<file path="config.mk">
export PLATFORM = sky130hd
export DESIGN_NAME = tmds_video_sequencer
export DESIGN_NICKNAME = d
export VERILOG_FILES = /design/src/rtl/tmds_video_sequencer.sv
export SDC_FILE = /design/constraint.sdc
export NUM_CORES = 1
export LEC_CHECK = 0
export CORE_AREA = 2 2 124 126
export DETAILED_ROUTE_END_ITERATION = 7
export DIE_AREA = 0 0 126 128
export DONT_BUFFER_PORTS = 1
export PLACE_DENSITY = 0.45
export SLEW_MARGIN = 20
export SYNTH_ARGS = -nofsm -noshare
export SYNTH_HDL_FRONTEND = slang
export SYNTH_SLANG_ARGS = --single-unit
</file>
<file path="constraint.sdc">
create_clock -name clk -period 2.8 [get_ports clk]
set_input_delay 0.56 -clock clk [delete_from_list [all_inputs] [get_ports clk]]
set_output_delay 0.56 -clock clk [all_outputs]
set_load 0.03 [all_outputs]
</file>
<file path="src/rtl/tmds_video_sequencer.sv">
// TMDS/DVI video timing sequencer: raster counters, pixel fetch and registered encoder control.
// Define TMDS_GUARD_BAND_EN to add HDMI video preambles and leading guard bands (needs H_BP >= 10).
module tmds_video_sequencer #(
    parameter int   H_ACTIVE = 640,
    parameter int   H_FP     = 16,
    parameter int   H_SYNC   = 96,
    parameter int   H_BP     = 48,
    parameter int   V_ACTIVE = 480,
    parameter int   V_FP     = 10,
    parameter int   V_SYNC   = 2,
    parameter int   V_BP     = 33,
    parameter logic HS_POL   = 1'b0,
    parameter logic VS_POL   = 1'b0
) (
    input  logic        clk,
    input  logic        rst,
    input  logic        i_en,
    input  logic [23:0] i_pix_data,
    input  logic        i_pix_valid,
    output logic        o_pix_req,
    output logic        o_de,
    output logic [2:0]  o_c0,
    output logic [2:0]  o_c1,
    output logic [7:0]  o_din0,
    output logic [7:0]  o_din1,
    output logic [7:0]  o_din2,
    output logic        o_gb_sel,
    output logic [9:0]  o_gb_word0,
    output logic [9:0]  o_gb_word1,
    output logic [9:0]  o_gb_word2,
    output logic [11:0] o_hcnt,
    output logic [11:0] o_vcnt,
    output logic        o_frame_start,
    output logic        o_underflow
);

    localparam logic [11:0] H_TOTAL = 12'(H_ACTIVE + H_FP + H_SYNC + H_BP);
    localparam logic [11:0] V_TOTAL = 12'(V_ACTIVE + V_FP + V_SYNC + V_BP);
    localparam logic [11:0] H_LAST  = H_TOTAL - 12'd1;
    localparam logic [11:0] V_LAST  = V_TOTAL - 12'd1;
    localparam logic [11:0] H_ACT   = 12'(H_ACTIVE);
    localparam logic [11:0] V_ACT   = 12'(V_ACTIVE);
    localparam logic [11:0] HS_BEG  = 12'(H_ACTIVE + H_FP);
    localparam logic [11:0] HS_END  = 12'(H_ACTIVE + H_FP + H_SYNC);
    localparam logic [11:0] VS_BEG  = 12'(V_ACTIVE + V_FP);
    localparam logic [11:0] VS_END  = 12'(V_ACTIVE + V_FP + V_SYNC);

    typedef enum logic [1:0] {IDLE, RUN, DRAIN} state_t;

    state_t      state, state_nxt;
    logic [11:0] hcnt, vcnt, hcnt_nxt, vcnt_nxt;
    logic [23:0] pix_q;
    logic        h_last, v_last, running, active, hs_win, vs_win;

    assign h_last  = (hcnt == H_LAST);
    assign v_last  = (vcnt == V_LAST);
    assign running = (state != IDLE);
    assign active  = running && (hcnt < H_ACT) && (vcnt < V_ACT);
    assign hs_win  = running && (hcnt >= HS_BEG) && (hcnt < HS_END);
    assign vs_win  = running && (vcnt >= VS_BEG) && (vcnt < VS_END);

    // Next raster position decides the fetch strobe, so the pixel arrives one cycle ahead of its slot.
    always_comb begin
        state_nxt = state;
        case (state)
            IDLE:    if (i_en) state_nxt = RUN;
            RUN:     if (!i_en) state_nxt = DRAIN;
            DRAIN:   if (i_en) state_nxt = RUN;
                     else if (h_last && v_last) state_nxt = IDLE;
            default: state_nxt = IDLE;
        endcase
        hcnt_nxt = 12'd0;
        vcnt_nxt = 12'd0;
        if (state == IDLE) begin
            if (state_nxt == RUN) begin
                hcnt_nxt = H_LAST;
                vcnt_nxt = V_LAST;
            end
        end else if (state_nxt != IDLE) begin
            hcnt_nxt = h_last ? 12'd0 : hcnt + 12'd1;
            vcnt_nxt = h_last ? (v_last ? 12'd0 : vcnt + 12'd1) : vcnt;
        end
        o_pix_req = running && (state_nxt != IDLE) && (hcnt_nxt < H_ACT) && (vcnt_nxt < V_ACT);
    end

`ifdef TMDS_GUARD_BAND_EN
    localparam logic [11:0] PRE_BEG = H_TOTAL - 12'd10;
    localparam logic [11:0] PRE_END = H_TOTAL - 12'd3;
    localparam logic [11:0] GB_BEG  = H_TOTAL - 12'd2;

    logic succ_active, pre_win, gb_win;

    // The last blanking line also precedes active video, via the frame wrap.
    assign succ_active = v_last || (vcnt < V_ACT - 12'd1);
    assign pre_win     = running && succ_active && (hcnt >= PRE_BEG) && (hcnt <= PRE_END);
    assign gb_win      = running && succ_active && (hcnt >= GB_BEG);
    assign o_gb_word0  = 10'b1011001100;
    assign o_gb_word1  = 10'b0100110011;
    assign o_gb_word2  = 10'b1011001100;
`else
    assign o_gb_word0  = 10'd0;
    assign o_gb_word1  = 10'd0;
    assign o_gb_word2  = 10'd0;
`endif

    always_ff @(posedge clk) begin
        if (rst) begin
            state         <= IDLE;
            hcnt          <= 12'd0;
            vcnt          <= 12'd0;
            pix_q         <= 24'd0;
            o_de          <= 1'b0;
            o_c0          <= {2'b00, ~HS_POL};
            o_c1          <= {2'b00, ~VS_POL};
            o_din0        <= 8'd0;
            o_din1        <= 8'd0;
            o_din2        <= 8'd0;
            o_gb_sel      <= 1'b0;
            o_hcnt        <= 12'd0;
            o_vcnt        <= 12'd0;
            o_frame_start <= 1'b0;
            o_underflow   <= 1'b0;
        end else begin
            state <= state_nxt;
            hcnt  <= hcnt_nxt;
            vcnt  <= vcnt_nxt;
            if (o_pix_req) begin
                if (i_pix_valid) begin
                    pix_q <= i_pix_data;
                end else begin
                    pix_q       <= 24'd0;
                    o_underflow <= 1'b1;
                end
            end
            // Encoder side describes the position held in hcnt/vcnt during the previous cycle.
            o_de                   <= active;
            {o_din2, o_din1, o_din0} <= active ? pix_q : 24'd0;
            o_c0[0]                <= hs_win ? HS_POL : ~HS_POL;
            o_c1[0]                <= vs_win ? VS_POL : ~VS_POL;
            o_c1[2:1]              <= 2'b00;
`ifdef TMDS_GUARD_BAND_EN
            o_c0[2:1]              <= {1'b0, pre_win};
            o_gb_sel               <= gb_win;
`else
            o_c0[2:1]              <= 2'b00;
            o_gb_sel               <= 1'b0;
`endif
            o_hcnt                 <= hcnt;
            o_vcnt                 <= vcnt;
            o_frame_start          <= running && (hcnt == 12'd0) && (vcnt == 12'd0);
        end
    end

endmodule

</file>
==> impl_metrics.env <==
export IMPL_outcome="complete, but fails checks"
export IMPL_violations="setup timing"
export IMPL_clkPwrFrac_pct=42.9
export IMPL_holdCritStartpoint="i_en"
export IMPL_end_kind="output pin"
export IMPL_rsz0062_at_grt="yes"
export IMPL_switching_share_pct=23.4
export IMPL_fin_skew_ns=0.00950
export IMPL_yosys_warnings=0
export IMPL_hold_class="in -> reg"
export IMPL_firstDrtPassIters=4
export IMPL_final_cell_mix="103 x dfxtp_1, 41 x nand2_1, 37 x nor2_1"
export IMPL_clock_root_buffer="clkbuf_16"
export IMPL_stdcell_count=675
export IMPL_via_count=3075
export IMPL_max_freq_mhz=311
export IMPL_arrival_ns=2.66
export IMPL_powerDensity_nw_per_um2=633
export IMPL_layout_drive_gt1_share_pct=11.7
export IMPL_core_um2=14900
export IMPL_whs_ns=0.279
export IMPL_drc=0
export IMPL_crit_type="reg -> out"
export IMPL_synth_edf_count=0
export IMPL_peakVddDrop_mv=0.287
export IMPL_final_nets=516
export IMPL_fillers=1537
export IMPL_via_per_inst=4.56
export IMPL_overflow=0
export IMPL_r2r_start="hcnt[11]"
export IMPL_die_area_um2=16100
export IMPL_period_share_pct=115
export IMPL_place_ws_ns=-0.0821
export IMPL_placed_area_um2=4550
export IMPL_cts_htree_levels=3
export IMPL_cts_sinks=103
export IMPL_die_h_um=128
export IMPL_syn_to_final_growth_pct=12.1
export IMPL_routedWlPerCell_um=14.7
export IMPL_grt_pass1_vias=3010
export IMPL_avgSynthCellArea_um2=9.22
export IMPL_place_detailed_hpwl_mm=6.99
export IMPL_finalWirelength_mm=9.93
export IMPL_start_util_pct=29.4
export IMPL_comb_power_share_pct=7.5
export IMPL_io_buffers=0
export IMPL_critPathLaunchType="flip-flop"
export IMPL_max_clock_path_buffers=2
export IMPL_grt_use_total_pct=12.4
export IMPL_ant_nets=0
export IMPL_leakage_nw=2.00
export IMPL_io_pins=117
export IMPL_drv_cap=0
export IMPL_path_max_fanout=3
export IMPL_hold_viol=0
export IMPL_seq_area_frac_synth_pct=47.2
export IMPL_grt_antenna_before_repair=1
export IMPL_min_period_ns=3.22
export IMPL_place_gp_congestion=0.859
export IMPL_async_reset_ff_share_pct=0
export IMPL_setup_violations=2
export IMPL_first_iter_violations=168
export IMPL_setup_ws_ns=-0.418
export IMPL_clk_pin_slew_ns=0.07
export IMPL_place_inst=659
export IMPL_grt_pass1_wl_mm=15.8
export IMPL_ys_types=47
export IMPL_finalSetupTns_ns=-0.430
export IMPL_clk_latency_ns=0.35
export IMPL_cts_buffers=9
export IMPL_final_common_cell="dfxtp_1"
export IMPL_slew_violations=0
export IMPL_diodes=0
export IMPL_cts_tree="done"
export IMPL_synth_top_flop_cell="dfxtp_1"
export IMPL_p_seq_share_pct=49.6
export IMPL_num_rows=45
export IMPL_grt_max_degree=62
export IMPL_p_int_mw=2.37
export IMPL_syn_area_um2=4370
export IMPL_cp_startpoint="hcnt[11]"
export IMPL_fin_util_pct=32.9
export IMPL_p_total_mw=3.10
export IMPL_synth_cells=474
export IMPL_ys_ff_latch=103
export IMPL_die_w_um=126
export IMPL_fin_area_um2=4900
export IMPL_power_switching_mw=0.724
export IMPL_worstPathRequired_ns=2.24
[cell families after synthesis]
kind of cell	count (synthesis)	share of synthesized area (%)
AO/OA/AOI/OAI	42	6.58
XOR/XNOR	18	3.61
adder cells (fa/ha/maj)	4	1.15
buffers and inverters	73	9.99
flip-flops	103	47.2
multiplexers	24	5.50
other	1	0.0858
AND/OR/NAND/NOR	209	25.9
[flip-flops by register name, summed over array words and instances, names as in the netlist]
signal         flops
pix_q             24
hcnt              12
o_hcnt            12
o_vcnt            12
vcnt              12
o_din0             8
o_din1             8
o_din2             8
state              2
o_c0               1
o_c1               1
o_de               1
o_frame_start      1
o_underflow        1
[worst max-delay path, cell delays in order, from the launching register on]
cell        delay [ns]
dfxtp_1           0.31
or4b_4            0.56
or4_4             0.44
or3_4             0.35
o311ai_2          0.22
nand4_1           0.21
clkinvlp_4        0.22
[synth_stat cells, types with 3 or more instances]
cell type,instances,share of area (%)
dfxtp_1,103,47
nand2_1,41,3.5
nor2_1,37,3.2
buf_4,35,6.0
and2_1,28,4.0
nand2b_1,28,4.0
mux2i_1,24,5.5
clkbuf_1,23,2.0
nor2b_1,20,2.9
a21oi_1,12,1.4
nand3_1,11,1.3
xnor2_1,11,2.2
inv_1,10,0.86
nor3_1,9,1.0
xor2_1,7,1.4
and4_1,5,1.0
nand4_1,5,0.72
o21ai_0,5,0.57
or2_2,5,0.72
a31oi_1,4,0.57
and3_1,4,0.57
buf_6,4,1.0
ha_1,4,1.1
o31ai_1,4,0.69
a211oi_1,3,0.52
nand4b_1,3,0.60
nor4_1,3,0.43
or4_1,3,0.52
[path summary, 6_finish.rpt]
check	end	slack, ns	cells past startpoint
worst min-delay path	state[1]	0.28	1
worst max-delay path	o_pix_req	-0.42	6
worst max register to register	pix_q[6]	-0.01	8
worst min register to register	o_din2[1]	0.45	1
[power groups by stage]
| stage | Sequential (mW) | Combinational [mW] | Clock, mW |
|---|---|---|---|
| after detailed placement | 1.57 | 0.232 | 0 |
| after global placement | 1.57 | 0.233 | 0 |
| final | 1.54 | 0.232 | 1.33 |
| after CTS | 1.54 | 0.234 | 1.38 |
| after floorplan | 1.57 | 0.232 | 0 |
| after global routing | 1.54 | 0.254 | 1.42 |
[routing by layer]
metal  up-vias  global-route usage (%)  routed length, um
met2       103                    19.4               4520
met4         0                    5.49                153
met3         9                    3.71                668
met1      1453                    15.9               4600
li1       1510                       -                  -
met5         -                       0                  0
[layout make-up]
class	count	area (um2)	share of cell area, %
sequential	103	2060	42.1
multi-input combinational	332	2030	41.5
clock buffer	11	243	4.96
tap	188	235	4.80
timing repair buffer	28	214	4.37
clock inverter	3	68.8	1.41
inverter	10	41.3	0.843
[timing repair]
action,4_1_cts,5_1_grt
endpoints found under the setup margin,25,26
buffers inserted,0,2
hold buffers,0,0
resized for setup,4,0
pin swaps,1,1
No activity file was read; power rests on OpenSTA's default activity.
